$ cat src/rtl/bnn_sequencer_if.sv
// Handshake and weight-load bus of the BNN sequencer.
interface bnn_sequencer_if;
  logic       start;
  logic [7:0] x_in;
  logic       load_en;
  logic [3:0] load_nib;
  logic       ready;
  logic       busy;
  logic [3:0] result;
  logic       result_valid;
  logic [3:0] load_ptr;

  modport master (
    output start, x_in, load_en, load_nib,
    input  ready, busy, result, result_valid, load_ptr
  );

  modport slave (
    input  start, x_in, load_en, load_nib,
    output ready, busy, result, result_valid, load_ptr
  );
endinterface

$ cat src/rtl/bnn_sequencer.sv
// Two-layer binary neural net (8 hidden + 4 output neurons) sharing one XNOR-popcount unit.
// Optional macro BNN_SEQ_THRESH_PROG_EN adds load slot 12, which programs the threshold.
module bnn_sequencer #(
  parameter logic [3:0] THRESH = 4'd7
) (
  input logic            clk,
  input logic            reset,
  bnn_sequencer_if.slave bus
);
  localparam int unsigned N_NEURON = 12;
  localparam int unsigned VEC_W    = 8;
  localparam int unsigned SUM_W    = 4;
`ifdef BNN_SEQ_THRESH_PROG_EN
  localparam logic [3:0] LAST_SLOT = 4'd12;
`else
  localparam logic [3:0] LAST_SLOT = 4'd11;
`endif
  localparam logic [VEC_W-1:0] W_RST [N_NEURON] = '{
    8'hE0, 8'h70, 8'h38, 8'h1C, 8'h0E, 8'h07,
    8'hFF, 8'h00, 8'h83, 8'h0C, 8'h30, 8'h80
  };

  typedef enum logic [1:0] {IDLE, L1, L2, DONE} state_t;

  state_t           state, state_nxt;
  logic [3:0]       idx, idx_nxt;
  logic             accept_c;
  logic [VEC_W-1:0] x_reg;
  logic [VEC_W-1:0] h;
  logic [VEC_W-1:0] w [N_NEURON];
  logic [3:0]       thr;
  logic [3:0]       pending;
  logic             nib_hi;
  logic [3:0]       load_ptr_r;
  logic [3:0]       result_r;
  logic             ready_r, busy_r, valid_r;
  logic             load_do_c;

  logic [VEC_W-1:0] vec_c, match_c;
  logic [SUM_W-1:0] sum_c;
  logic             neuron_bit_c;

  // Shared XNOR-popcount neuron; layer 2 feeds back the hidden vector.
  always_comb begin
    vec_c   = (state == L2) ? h : x_reg;
    match_c = ~(vec_c ^ w[idx]);
    sum_c   = '0;
    for (int i = 0; i < int'(VEC_W); i++) begin
      sum_c = sum_c + SUM_W'(match_c[i]);
    end
    neuron_bit_c = (sum_c >= thr);
  end

  always_ff @(posedge clk or posedge reset) begin
    if (reset) begin
      state <= IDLE;
      idx   <= '0;
    end else begin
      state <= state_nxt;
      idx   <= idx_nxt;
    end
  end

  always_comb begin
    state_nxt = state;
    idx_nxt   = idx;
    accept_c  = 1'b0;
    case (state)
      IDLE: begin
        if (bus.start) begin
          state_nxt = L1;
          idx_nxt   = '0;
          accept_c  = 1'b1;
        end
      end
      L1: begin
        idx_nxt = idx + 4'd1;
        if (idx == 4'd7) state_nxt = L2;
      end
      L2: begin
        idx_nxt = idx + 4'd1;
        if (idx == 4'd11) state_nxt = DONE;
      end
      DONE: begin
        state_nxt = IDLE;
        idx_nxt   = '0;
      end
      default: state_nxt = IDLE;
    endcase
  end

  // start has priority over a weight nibble arriving in the same IDLE cycle.
  assign load_do_c = (state == IDLE) && bus.load_en && !bus.start;

  always_ff @(posedge clk or posedge reset) begin
    if (reset) begin
      x_reg      <= '0;
      h          <= '0;
      result_r   <= '0;
      ready_r    <= 1'b1;
      busy_r     <= 1'b0;
      valid_r    <= 1'b0;
      pending    <= '0;
      nib_hi     <= 1'b0;
      load_ptr_r <= '0;
      for (int i = 0; i < int'(N_NEURON); i++) w[i] <= W_RST[i];
    end else begin
      ready_r <= (state_nxt == IDLE);
      busy_r  <= (state_nxt != IDLE);
      valid_r <= (state_nxt == DONE);
      if (accept_c) x_reg <= bus.x_in;
      if (state == L1) h[idx[2:0]] <= neuron_bit_c;
      if (state == L2) result_r[idx[1:0]] <= neuron_bit_c;
      if (load_do_c) begin
        if (!nib_hi) begin
          pending <= bus.load_nib;
          nib_hi  <= 1'b1;
        end else begin
          nib_hi     <= 1'b0;
          load_ptr_r <= (load_ptr_r == LAST_SLOT) ? 4'd0 : load_ptr_r + 4'd1;
          if (load_ptr_r < 4'(N_NEURON)) w[load_ptr_r] <= {bus.load_nib, pending};
        end
      end
    end
  end

`ifdef BNN_SEQ_THRESH_PROG_EN
  // Completing slot 12 programs the threshold from its low nibble.
  always_ff @(posedge clk or posedge reset) begin
    if (reset) begin
      thr <= THRESH;
    end else if (load_do_c && nib_hi && (load_ptr_r == LAST_SLOT)) begin
      thr <= pending;
    end
  end
`else
  assign thr = THRESH;
`endif

  assign bus.ready        = ready_r;
  assign bus.busy         = busy_r;
  assign bus.result       = result_r;
  assign bus.result_valid = valid_r;
  assign bus.load_ptr     = load_ptr_r;
endmodule

$ cat src/flat_wrapper.sv
// flat-port wrapper written by rule: the top's interface ports become plain ports
module bnn_sequencer_flat 
#(
  parameter logic [3:0] THRESH = 4'd7
)
  (clk, reset, bus_start, bus_x_in, bus_load_en, bus_load_nib, bus_ready, bus_busy, bus_result, bus_result_valid, bus_load_ptr);
  bnn_sequencer_if bus_i ();
  input logic clk;
  input logic reset;
  input wire logic [$bits(bus_i.start)-1:0] bus_start;
  input wire logic [$bits(bus_i.x_in)-1:0] bus_x_in;
  input wire logic [$bits(bus_i.load_en)-1:0] bus_load_en;
  input wire logic [$bits(bus_i.load_nib)-1:0] bus_load_nib;
  output wire logic [$bits(bus_i.ready)-1:0] bus_ready;
  output wire logic [$bits(bus_i.busy)-1:0] bus_busy;
  output wire logic [$bits(bus_i.result)-1:0] bus_result;
  output wire logic [$bits(bus_i.result_valid)-1:0] bus_result_valid;
  output wire logic [$bits(bus_i.load_ptr)-1:0] bus_load_ptr;
  assign bus_i.start = bus_start;
  assign bus_i.x_in = bus_x_in;
  assign bus_i.load_en = bus_load_en;
  assign bus_i.load_nib = bus_load_nib;
  assign bus_ready = bus_i.ready;
  assign bus_busy = bus_i.busy;
  assign bus_result = bus_i.result;
  assign bus_result_valid = bus_i.result_valid;
  assign bus_load_ptr = bus_i.load_ptr;
  bnn_sequencer #(.THRESH(THRESH)) u_core (.clk(clk), .reset(reset), .bus(bus_i));
endmodule
$ cat config.mk
export PLATFORM = sky130hd
export DESIGN_NAME = bnn_sequencer_flat
export DESIGN_NICKNAME = d
export VERILOG_FILES = /design/src/rtl/bnn_sequencer_if.sv /design/src/rtl/bnn_sequencer.sv /design/src/flat_wrapper.sv
export SDC_FILE = /design/constraint.sdc
export NUM_CORES = 1
export LEC_CHECK = 0
export CAP_MARGIN = 15
export CORE_MARGIN = 3
export CORE_UTILIZATION = 31
export CTS_BUF_LIST = sky130_fd_sc_hd__clkbuf_4 sky130_fd_sc_hd__clkbuf_8
export DETAILED_ROUTE_END_ITERATION = 10
export GPL_ROUTABILITY_DRIVEN = 0
export PLACE_DENSITY = 0.45
export SYNTH_ARGS = -nofsm -noshare
export SYNTH_HDL_FRONTEND = slang
export SYNTH_SLANG_ARGS = --single-unit
$ cat constraint.sdc
create_clock -name clk -period 8.4 [get_ports clk]
set_clock_uncertainty 0.2 [all_clocks]
set_input_delay 1.68 -clock clk [delete_from_list [all_inputs] [get_ports clk]]
set_output_delay 1.68 -clock clk [all_outputs]
set_load 0.005 [all_outputs]
-- After elaboration in Yosys (flattened, before gate mapping)
Index checks and enable logic that the tools add are counted.
- bitwise gates (word level): 5
- equality and inequality tests: 8
- reductions and logical operators: 13
- add/subtract/negate cells: 9
- mux-type cells: 23
- magnitude comparators: 9
- operator list (kind ; number):
    96-bit bitwise mux ; 1
    8-bit binary-select mux with 4-bit select ; 1
    8-bit demux with 4-bit select ; 1
    8-bit two-way mux ; 4
    4-bit by 1-bit adder with 4-bit output ; 6
    4-bit one-hot mux with 3 select lines ; 1
    5-bit greater-or-equal comparator (second input constant) ; 2
    4-bit inverter with 5-bit output ; 2
    4-bit by 1-bit adder with 4-bit output (second input constant) ; 2
    8-bit bitwise mux ; 1
    4-bit == test (second input constant) ; 2
    4-bit two-way mux ; 2
    8-bit inverter ; 1
    2-bit one-hot mux with 4 select lines ; 1
    8-bit bitwise XOR ; 1
    2-bit == test (second input constant) ; 3
    2-bit two-way mux ; 3
    1-bit logical AND ; 5
    5-bit by 1-bit < comparator with 1-bit output (second input constant) ; 1
    1-bit two-way mux ; 5
    4-bit bitwise mux ; 1
    4-bit by 3-bit == test with 1-bit output (second input constant) ; 1
    4-bit by 3-bit greater-or-equal comparator with 1-bit output (second input constant) ; 1
    2-bit logical NOT ; 2
    other kinds (16) ; 17
- flip-flop bits (word level): 134
- word-level logic and storage cells: 90

-- Logic depth before layout (Yosys ltp)
Gate-level depths: netlist (run 1).
- word-level depth: 15
- gate-level depth with buffers: 19

-- Worst setup path before layout (run 1)
OpenSTA, ideal clock, no wires.
- path kind: reg-to-reg
- start: reg u_core.idx[2]
- end: reg u_core.h[3]
- clock period less this slack: 4.680 ns
- stages on the path, launching flop included: 20
- path slack: 3.720 ns
- setup time: 0.096 ns
- arrival time: 4.384 ns
- required time: 8.104 ns
- path through: dfrtp_1 > buf_2 > or2_2 > clkbuf_1 > buf_2 > o221ai_1 > o31ai_1 > xnor2_1 > ha_1 > inv_1 > fa_1 > fa_1 > inv_1 > fa_1 > inv_1 > fa_1 > inv_1 > a32oi_1 > clkbuf_1 > o31ai_1
- longest elaborated chain between the ends: 15
- elaborated cells on any way between the ends: 20
- classes of those cells: add/sub: 7; order compare: 3; mux: 6; bitwise: 3; reduce/logical: 1
- RTL lines (what ; RTL line ; source):
    start, declared ; bnn_sequencer.sv:26 ; logic [3:0] idx, idx_nxt;
    start signal, assigned ; bnn_sequencer.sv:60 ; idx <= idx_nxt;
    4-bit inverter with 5-bit output (implied by the code) ; bnn_sequencer.sv:46 ; match_c = ~(vec_c ^ w[idx]);
    8-bit binary-select mux with 4-bit select ; bnn_sequencer.sv:46 ;
    8-bit two-way mux (implied by the code) (2 in series) ; bnn_sequencer.sv:46 ;
    8-bit bitwise XOR ; bnn_sequencer.sv:46 ;
    8-bit inverter ; bnn_sequencer.sv:46 ;
    1-bit by 1-bit adder with 2-bit output ; bnn_sequencer.sv:49 ; sum_c = sum_c + SUM_W'(match_c[i]);
    4-bit by 1-bit adder with 4-bit output (6 in series) ; bnn_sequencer.sv:49 ;
    4-bit by 3-bit greater-or-equal comparator with 1-bit output ; bnn_sequencer.sv:51 ; neuron_bit_c = (sum_c >= thr);
    8-bit bitwise mux (*) ; bnn_sequencer.sv:112 ; if (state == L1) h[idx[2:0]] <= neuron_bit_c;
    end signal, assigned by index ; bnn_sequencer.sv:112 ;
    end, declared ; bnn_sequencer.sv:29 ; logic [VEC_W-1:0] h;
Mark *: on every way between the ends. The rest lies on a longest branch, timed or not. The select of a mux whose other input is x is not followed.
A chain may end at the register's enable or synchronous reset.

-- Final worst setup path (run 1)
- start: reg u_core.idx[0]
- end: reg u_core.result_r[3] (netlist: u_core.bus.result[3])
- longest elaborated chain between the ends: 15
- elaborated cells on any way between the ends: 20
- classes of those cells: add/sub: 7; order compare: 3; mux: 6; bitwise: 3; reduce/logical: 1
- RTL lines (what ; RTL line ; source):
    4-bit inverter with 5-bit output (implied by the code) ; bnn_sequencer.sv:46 ;
    8-bit binary-select mux with 4-bit select ; bnn_sequencer.sv:46 ;
    8-bit two-way mux (implied by the code) (2 in series) ; bnn_sequencer.sv:46 ;
    8-bit bitwise XOR ; bnn_sequencer.sv:46 ;
    8-bit inverter ; bnn_sequencer.sv:46 ;
    1-bit by 1-bit adder with 2-bit output ; bnn_sequencer.sv:49 ;
    4-bit by 1-bit adder with 4-bit output (6 in series) ; bnn_sequencer.sv:49 ;
    4-bit by 3-bit greater-or-equal comparator with 1-bit output ; bnn_sequencer.sv:51 ;
    4-bit bitwise mux (*) ; bnn_sequencer.sv:113 ; if (state == L2) result_r[idx[1:0]] <= neuron_bit_c;
    end signal, assigned by index ; bnn_sequencer.sv:113 ;
    end, declared ; bnn_sequencer.sv:35 ; logic [3:0] result_r;
Marks and branches as above.

==> summary.txt, run 1 <==
Placement
  – Quantity of I/O buffers inserted on ports: 26
  – Post-DP HPWL: 9720 um
  – Place WS: 2.59 ns

Timing
  – Hold slack: 0.294 ns
  – Final min period: 5.80 ns
  – Setup TNS: 0 ns
  – Final hold viol count: 0
  – Slew headroom: 33.3%
  – Max Freq: 0.172 GHz
  – Fin. max-slew vios: 0
  – RSZ-0062 raised after global routing: false
  – Endpoints failing setup: 0
  – PnR worst setup slack: 2.60 ns
  – Final period util: 69.1%
  – Worst-margin pin slew: 1.00 ns

Logic synthesis
  – Ranking of synthesized cells by area: dfrtp_1, mux2_2, dfstp_2
  – Yosys top cell area share: 38.1%
  – Post-synth ARST share: 100%
  – Seq/Total Area, Yosys: 52.2%
  – Cell variety after synth: 43
  – Syn Area/Cell: 13.2 um2
  – Area leader, netlist: dfrtp_1
  – Synthesis warning total: 0
  – EDFF count, synth: 0
  – Post-synthesis instance area: 6500 um2
  – Post-Syn Nets: 527
  – Top_reg_cell synth: dfrtp_1
  – Cell count after synthesis: 492
  – FF+latch count, synth: 134

CTS
  – Root Buffer: clkbuf_8
  – # resized after CTS: 0
  – Setup bufs post-CTS: 0
  – Longest Clk Path Bufs: 2
  – Clock sinks: 134
  – Hold_buf cts: 0
  – CTS Buf Count: 17
  – Worst-Skew Late Latency: 0.44 ns
  – CTS tree: yes
  – H-tree depth: 4
  – Clock-pin slew on the worst setup and hold paths: 0.08 ns

Worst hold path
  – Worst Hold Path EP: u_core.w[33]$_DFFE_PP0P_
  – Hold Crit Depth: 1
  – Hold path start: u_core.w[33]$_DFFE_PP0P_
  – Worst Hold Class: reg -> reg

Critical path
  – Critical path peak fanout: 29
  – Worst reg2reg endpoint: u_core.bus.result[3]$_DFFE_PP0P_
  – Type of origin of the critical path: register
  – Worst Setup SP: u_core.idx[0]$_DFFE_PP0P_
  – CP max stage delay: 0.94 ns
  – Reg2reg start: u_core.idx[0]$_DFFE_PP0P_
  – Worst path cell trace: buf_4 -> mux2i_1 -> o22ai_1 -> o31ai_1 -> xnor2_1 -> ha_1 -> inv_1 -> fa_1 -> fa_1 -> inv_1 -> fa_1 -> inv_1 -> fa_1 -> inv_1 -> a32oi_1 -> a31oi_1
  – Worst reg2reg path depth: 16
  – Critical path class: reg -> reg
  – CP Data Arrival Time: 5.88 ns
  – CP required: 8.47 ns
  – Reg2reg setup slack: 2.60 ns
  – Slowest stage cell on the critical path: dfrtp_2
  – Critical Path End Type: register

Job
  – Max Cap Viol: 0

Pwr
  – Net Sw Power: 1.05 mW
  – Part of the power in registers: 38.6%
  – Pwr/cell area: 371 nW/um2
  – Peak VDD IR: 0.000292 V
  – Combinational share of power: 42.1%
  – Internal Power: 1.69 mW
  – LEAKAGE: 3.26 nW
  – Clock share of power: 19.3%
  – Switch share: 38.4%

Die
  – Full die area: 22700 um2
  – Die height: 151 um
  – Die Wd: 151 um
  – Rows: 52
  – I/O pin total: 27
  – Starting density of the core: 31.8%
  – CORE AREA: 20400 um2

Global route
  – Total Routing Usage GR: 14.5%
  – Layer with the highest usage: met2
  – M2 GR Usage: 23.5%
  – Congestion Overflow GR: 0
  – Grt met1 use: 19.4%
  – Largest net degree at the start of global routing: 86
  – Vias in the first global route: 4136
  – M3 GR Usage: 3.83%
  – Initial antenna violation count: 0
  – Global-route wire length before repair: 24500 um

Detailed routing
  – Iter 0 DRT Violations: 218
  – Vias: 3935
  – Post-Route WL: 15500 um
  – Routed Antenna Nets: 0
  – Vias per std cell: 4.96
  – DR pass1 iterations: 4
  – WL/cell: 19.5 um
  – Drt drc: 0

Cells and area
  – Most common cell after layout, fill and taps aside: mux2_2
  – Most frequent cells in the layout: mux2_2, dfrtp_1, mux2i_1
  – Fill count: 1996
  – Layout cells sized above 1: 35.7%
  – Area added between synthesis and finish: 13.6%
  – Antenna fix cells: 0
  – Max reg flops: 96
  – Final net count: 546
  – Fin util: 36.2%

Run status
  – Outcome: completed
layer usage:
layer / part of all wire [%] / vias up
met5: 0 / -
met4: 0.97 / 0
met3: 3.4 / 11
met2: 48 / 60
met1: 47 / 2042
li1: - / 1822
final cells by class:
type                       count  area, um2  area share (%)
tap                          270        338            4.57
clock buffer                  21        277            3.74
sequential                   134       3400            46.0
multi-input combinational    312       2900            39.2
inverter                      17       66.3           0.898
timing repair buffer          29        303            4.10
clock inverter                11        108            1.46
cell usage after synthesis, types with 3 or more instances:
master / count
mux2i_1: 51
nand3_1: 5
o221ai_1: 7
buf_4: 3
a21oi_1: 6
a31oi_1: 5
mux2_4: 8
o22ai_1: 14
nand2b_1: 4
ha_1: 15
fa_1: 4
nand2_1: 19
nor2_1: 6
mux2_2: 99
nand2_2: 3
dfstp_2: 35
o31ai_1: 15
inv_1: 16
xor2_1: 5
dfrtp_1: 99
mux4_2: 3
o21ai_0: 19
clkbuf_1: 17
buf_2: 6
xnor2_1: 5
worst max path at each step:
stage | end | slack [ns] | cells after the start
2_1_floorplan | u_core.bus.busy$_DFF_PP0_ | 3.00 | 1
3_3_place_gp | u_core.h[2]$_DFFE_PP0P_ | 2.70 | 16
3_5_place_dp | u_core.bus.result[0]$_DFFE_PP0P_ | 2.59 | 16
4_1_cts | u_core.bus.result[0]$_DFFE_PP0P_ | 2.57 | 16
5_1_grt | u_core.bus.result[3]$_DFFE_PP0P_ | 2.17 | 16
6_report | u_core.bus.result[3]$_DFFE_PP0P_ | 2.60 | 16
critical path: cells and delay by family, from the launching register on:
family | cells | cell delay, ns
xor+xnor | 1 | 0.11
compound gates | 4 | 1.40
flops | 1 | 0.94
buf+inv | 5 | 0.77
mux | 1 | 0.25
fa+ha+maj | 5 | 1.94
stage by stage:
stage | cells | instance area [um2] | power [mW]
after floorplan | 492 | 6500 | 1.94
after global placement | 761 | 6980 | 2.20
after detailed placement | 761 | 6980 | 2.23
after CTS | 793 | 7360 | 2.77
after global routing | 794 | 7390 | 2.99
final | 794 | 7390 | 2.74
kinds of logic after synthesis:
group,after synthesis,share of synthesized area (%)
fa+ha+maj,19,4.12
simple gates,48,3.66
flops,134,52.2
xor+xnor,10,1.35
compound gates,72,7.22
mux,163,28.2
buf+inv,46,3.19
power groups by stage:
stage	Clock [mW]	Sequential, mW	Combinational, mW
floorplan	0	0.968	0.969
global placement	0	1.06	1.13
detailed placement	0	1.07	1.16
CTS	0.546	1.06	1.17
global route	0.572	1.09	1.33
finish	0.528	1.06	1.15
Note: power is estimated with default switching activity, not from simulation.
==> run 2, diff against run 1 <==
- clock period: 8.4 -> 5.7 ns (I/O delays scaled with it)
==> summary.txt, run 2 (synthesized netlist as in run 1, its figures left out) <==
Critical path
  – Critical path class: reg -> reg
  – CP Data Arrival Time: 5.17 ns (-0.71 ns)
  – Critical Path End Type: register
  – CP required: 5.78 ns (-2.69 ns)
  – Critical path peak fanout: 18 (-38%)
  – Type of origin of the critical path: register
  – Reg2reg setup slack: 0.62 ns (-1.98 ns)
  – Worst reg2reg path depth: 13 (-3)
  – Reg2reg start: u_core.idx[2]$_DFFE_PP0P_
  – Worst reg2reg endpoint: u_core.bus.result[3]$_DFFE_PP0P_

CTS
  – CTS Buf Count: 17 (unchanged)
  – # resized after CTS: 0 (unchanged)
  – Clock sinks: 134 (unchanged)
  – Clock-pin slew on the worst setup and hold paths: 0.07 ns (about the same)
  – Longest Clk Path Bufs: 2 (unchanged)
  – Root Buffer: clkbuf_8
  – Hold_buf cts: 0 (unchanged)
  – H-tree depth: 4 (unchanged)
  – Worst-Skew Late Latency: 0.45 ns (about the same)
  – Setup bufs post-CTS: 0 (unchanged)
  – CTS tree: yes

Detailed routing
  – Routed Antenna Nets: 0 (unchanged)
  – WL/cell: 19.2 um (-1.5%)
  – Vias per std cell: 5.00 (+0.89%)
  – DR pass1 iterations: 4 (unchanged)
  – Post-Route WL: 15300 um (-1.2%)
  – Metal2 WL: 7380 um (-1.4%)
  – Length of routed met3 wiring: 499 um (-6.2%)
  – Drt drc: 0 (unchanged)
  – Max Used Layer: met4
  – Vias: 3980 (+1.1%)
  – Iter 0 DRT Violations: 189 (-13%)
  – Met1 WL: 7170 um (-2.2%)

Die
  – I/O pin total: 27 (unchanged)
  – Rows: 52 (unchanged)
  – Full die area: 22700 um2 (unchanged)
  – CORE AREA: 20400 um2 (unchanged)
  – Die height: 151 um (unchanged)
  – Die Wd: 151 um (unchanged)
  – Starting density of the core: 31.8% (unchanged)

Cells and area
  – Layout Cells excl Fill: 796 (+0.25%)
  – Most frequent cells in the layout: mux2_2, dfrtp_1, mux2i_1
  – Antenna fix cells: 0 (unchanged)
  – Layout cells sized above 1: 35.9% (+0.24 points)
  – Max reg flops: 96 (unchanged)
  – Most common cell after layout, fill and taps aside: mux2_2
  – Area added between synthesis and finish: 14.0%
  – Final net count: 549 (+0.55%)
  – Final Cell Area: 7410 um2 (+0.36%)

Timing
  – RSZ-0062 raised after global routing: false
  – Setup TNS: 0 ns (unchanged)
  – Slew headroom: 34.7% (+1.4 points)
  – Final period util: 89.2% (+20 points)
  – Endpoints failing setup: 0 (unchanged)
  – Fin. max-slew vios: 0 (unchanged)
  – Final hold viol count: 0 (unchanged)
  – Worst-margin pin slew: 0.979 ns (-0.0207 ns)
  – Max Freq: 0.197 GHz (+14%)
  – Final min period: 5.08 ns (-0.721 ns)

Placement
  – Post-DP HPWL: 9820 um (+0.94%)
  – Placed insts: 765 (+0.53%)
  – DP Area: 7030 um2 (+0.79%)
  – Quantity of I/O buffers inserted on ports: 26 (unchanged)

Run status
  – Outcome: completed

Pwr
  – Peak VDD IR: 0.000325 V (+11%)
  – LEAKAGE: 3.27 nW (about the same)
  – Pwr/cell area: 535 nW/um2 (+44%)

Global route
  – Largest net degree at the start of global routing: 75 (-13%)
  – Initial antenna violation count: 0 (unchanged)
  – Total Routing Usage GR: 14.2% (-0.32 points)
  – Congestion Overflow GR: 0 (unchanged)
  – Vias in the first global route: 4067 (-1.7%)
  – Global-route wire length before repair: 23800 um (-2.9%)

Worst hold path
  – Hold Crit Depth: 1 (unchanged)
  – Worst Hold Class: reg -> reg
  – Worst Hold Path EP: u_core.w[33]$_DFFE_PP0P_
  – Hold path start: u_core.w[33]$_DFFE_PP0P_

Job
  – Max Cap Viol: 0 (unchanged)
run 2: worst max-delay path by stage:
stage | start | endpoint | slack [ns]
5_1_grt | u_core.idx[2]$_DFFE_PP0P_ | u_core.h[5]$_DFFE_PP0P_ | 0.18
6_report | u_core.idx[2]$_DFFE_PP0P_ | u_core.bus.result[3]$_DFFE_PP0P_ | 0.62
3_3_place_gp | u_core.idx[0]$_DFFE_PP0P_ | u_core.h[7]$_DFFE_PP0P_ | 0.70
2_1_floorplan | reset | u_core.bus.busy$_DFF_PP0_ | 0.84
3_5_place_dp | u_core.idx[0]$_DFFE_PP0P_ | u_core.bus.result[3]$_DFFE_PP0P_ | 0.62
4_1_cts | u_core.idx[2]$_DFFE_PP0P_ | u_core.bus.result[3]$_DFFE_PP0P_ | 0.60
run 2: cell type report:
| cell class | count | area (um2) |
|---|---|---|
| Fill cell | 1999 | 13000 |
| Sequential cell | 134 | 3400 |
| Multi-Input combinational cell | 312 | 2900 |
| Tap cell | 270 | 338 |
| Timing Repair Buffer | 32 | 330 |
| Clock buffer | 23 | 310 |
| Clock inverter | 8 | 72.6 |
| Inverter | 17 | 66.3 |
run 2: per-stage QoR:
step	util (%)	worst slack, ns	total power [mW]	hold slack (ns)
6_report	36.3	0.618	3.97	0.299
5_1_grt	36.3	0.180	4.28	0.323
4_1_cts	36.3	0.601	4.03	0.301
3_5_place_dp	34.4	0.621	3.24	0.286
3_3_place_gp	34.4	0.703	3.19	0.276
2_1_floorplan	-	0.835	2.85	0.259
run 2: worst max-delay path, stage by stage, from the launching register on:
cell,delay (ns)
dfrtp_1,0.55
or2_2,0.45
o22ai_1,0.16
o31ai_1,0.49
xor2_1,0.26
fa_1,0.47
fa_1,0.48
inv_1,0.09
fa_1,0.20
inv_1,0.06
fa_1,0.47
inv_1,0.04
a32oi_1,0.78
a31oi_1,0.19
run 2: per-layer routing:
| layer | vias up | GRT usage (%) |
|---|---|---|
| met5 | - | 0 |
| met4 | 0 | 4.67 |
| met3 | 20 | 3.26 |
| met2 | 69 | 23.4 |
| met1 | 2057 | 18.6 |
| li1 | 1834 | - |
run 2: report_power, final:
group	internal, mW	switching [mW]
combinational	0.787	0.896
clock	0.402	0.366
sequential	1.29	0.229
total	2.48	1.49
==> run 3, diff against run 2 <==
- clock period: 5.7 -> 5.29 ns (I/O delays scaled with it)
==> summary.txt, run 3 (synthesized netlist as in run 1, its figures left out) <==
Cells and area
  – Max reg flops: 96 (unchanged)
  – Final net count: 554 (+0.91%)
  – Most frequent cells in the layout: mux2_2, dfrtp_1, mux2i_1
  – Layout cells sized above 1: 36.8% (+0.91 points)
  – Antenna fix cells: 0 (unchanged)
  – Fill count: 2008 (+0.45%)
  – Area added between synthesis and finish: 15.3%
  – Most common cell after layout, fill and taps aside: mux2_2

Critical path
  – Critical path class: reg -> reg
  – Worst path cell trace: nand2b_1 -> o22ai_1 -> o31ai_1 -> xnor2_1 -> ha_1 -> inv_1 -> fa_1 -> fa_1 -> inv_1 -> fa_1 -> inv_1 -> fa_1 -> inv_1 -> a32oi_2 -> o31ai_1
  – Type of origin of the critical path: register
  – Cell depth of the worst setup path: 15 (+2)
  – CP required: 5.44 ns (-0.34 ns)
  – CP max stage delay: 0.54 ns (-0.24 ns)
  – Critical path peak fanout: 12 (-6)
  – Worst reg2reg path depth: 15 (+2)
  – CP Data Arrival Time: 4.99 ns (-0.18 ns)
  – Critical path's top delay family: adder cells
  – Critical Path End Type: register
  – CP bufs+invs: 4 (+1)
  – Slowest stage cell on the critical path: dfrtp_1

Die
  – Die Wd: 151 um (unchanged)
  – Rows: 52 (unchanged)
  – Full die area: 22700 um2 (unchanged)
  – Starting density of the core: 31.8% (unchanged)
  – I/O pin total: 27 (unchanged)
  – CORE AREA: 20400 um2 (unchanged)
  – Die height: 151 um (unchanged)

Timing
  – Worst-margin pin slew: 0.989 ns (+0.00929 ns)
  – RSZ-0062 raised after global routing: false
  – Max Freq: 0.207 GHz (+5.0%)
  – Endpoints failing setup: 0 (unchanged)
  – Setup TNS: 0 ns (unchanged)
  – Slew headroom: 34.1% (-0.62 points)
  – Fin. max-slew vios: 0 (unchanged)
  – Final min period: 4.84 ns (-0.240 ns)
  – Final hold viol count: 0 (unchanged)
  – PnR worst setup slack: 0.448 ns (-0.170 ns)
  – Final period util: 91.5% (+2.4 points)

Detailed routing
  – Vias: 3959 (-0.53%)
  – Iter 0 DRT Violations: 152 (-20%)
  – Vias per std cell: 4.94 (-1.3%)
  – Post-Route WL: 15300 um (-0.16%)
  – Drt drc: 0 (unchanged)
  – WL/cell: 19.1 um (-0.91%)
  – Routed Antenna Nets: 0 (unchanged)
  – DR pass1 iterations: 4 (unchanged)

CTS
  – Clock sinks: 134 (unchanged)
  – Clock-pin slew on the worst setup and hold paths: 0.08 ns (about the same)
  – Root Buffer: clkbuf_8
  – CTS tree: yes
  – CTS Buf Count: 17 (unchanged)
  – H-tree depth: 4 (unchanged)
  – Worst-Skew Late Latency: 0.45 ns (about the same)
  – Setup bufs post-CTS: 0 (unchanged)
  – Longest Clk Path Bufs: 2 (unchanged)

Placement
  – Post-DP HPWL: 10200 um (+4.0%)
  – Place WS: 0.184 ns (-0.437 ns)
  – Quantity of I/O buffers inserted on ports: 26 (unchanged)

Global route
  – Largest net degree at the start of global routing: 78 (+4.0%)
  – Global-route wire length before repair: 24500 um (+2.7%)
  – Vias in the first global route: 4271 (+5.0%)
  – Total Routing Usage GR: 14.3% (+0.080 points)
  – Initial antenna violation count: 0 (unchanged)
  – Congestion Overflow GR: 0 (unchanged)

Worst hold path
  – Hold Crit Depth: 1 (unchanged)
  – Worst Hold Class: reg -> reg

Pwr
  – LEAKAGE: 3.29 nW (+0.86%)
  – Pwr/cell area: 605 nW/um2 (+13%)
  – Peak VDD IR: 0.000320 V (-1.4%)

Run status
  – Outcome: completed

Job
  – Max Cap Viol: 0 (unchanged)
-- run 3: cell count changes in the layout (fill, tap and decap cells not counted), moves of 2 or more --
cell / before / now
buf_4: 4 / 10
clkinvlp_4: 3 / 7
clkinv_2: 4 / 1
bufinv_16: 1 / 3
-- run 3: per-layer routing --
layer | up-vias | wire length [um] | global-route usage [%]
li1 | 1845 | - | -
met1 | 2036 | 7080 | 18.7
met2 | 60 | 7440 | 23.7
met4 | 0 | 231 | 4.17
met3 | 18 | 527 | 3.29
met5 | - | 0 | 0
-- run 3: stage by stage --
stage | util (%) | instances | instance area [um2] | power, mW | hold slack (ns)
final | 36.7 | 802 | 7500 | 4.54 | 0.300
after detailed placement | 34.5 | 770 | 7060 | 3.51 | 0.284
after floorplan | - | 492 | 6500 | 3.08 | 0.259
after global routing | 36.7 | 802 | 7500 | 4.88 | 0.315
after global placement | 34.5 | 770 | 7060 | 3.44 | 0.283
after CTS | 36.7 | 802 | 7490 | 4.45 | 0.301
-- run 3: where the power goes --
part / internal, mW / switching [mW]
combinational: 0.909 / 1.06
clock: 0.515 / 0.410
sequential: 1.39 / 0.257
total: 2.81 / 1.73
-- run 3: final timing paths --
| path | startpoint | to | slack (ns) |
|---|---|---|---|
| worst max-delay path | u_core.idx[1]$_DFFE_PP0P_ | u_core.h[6]$_DFFE_PP0P_ | 0.45 |
| worst min-delay path | u_core.w[33]$_DFFE_PP0P_ | u_core.w[33]$_DFFE_PP0P_ | 0.30 |
| worst max register to register | u_core.idx[1]$_DFFE_PP0P_ | u_core.h[6]$_DFFE_PP0P_ | 0.45 |
| worst min register to register | u_core.w[33]$_DFFE_PP0P_ | u_core.w[33]$_DFFE_PP0P_ | 0.30 |
| max in group asynchronous | reset | u_core.w[47]$_DFFE_PP1P_ | 2.88 |
| min in group asynchronous | reset | u_core.bus.load_ptr[2]$_DFFE_PP0P_ | 0.99 |
-- run 3: final cells by class --
class                      instances  area [um2]  area share, %
multi-input combinational        312        2910           38.7
clock inverter                    11         148           1.97
clock buffer                      21         289           3.85
sequential                       134        3400           45.3
tap                              270         338           4.50
timing repair buffer              37         355           4.74
inverter                          17        66.3          0.884
-- run 3: what timing repair did --
action                     4_1_cts  5_1_grt
hold endpoints to repair         0        0
gates resized for setup          0        1
hold buffers                     0        0
setup endpoints to repair        0       12
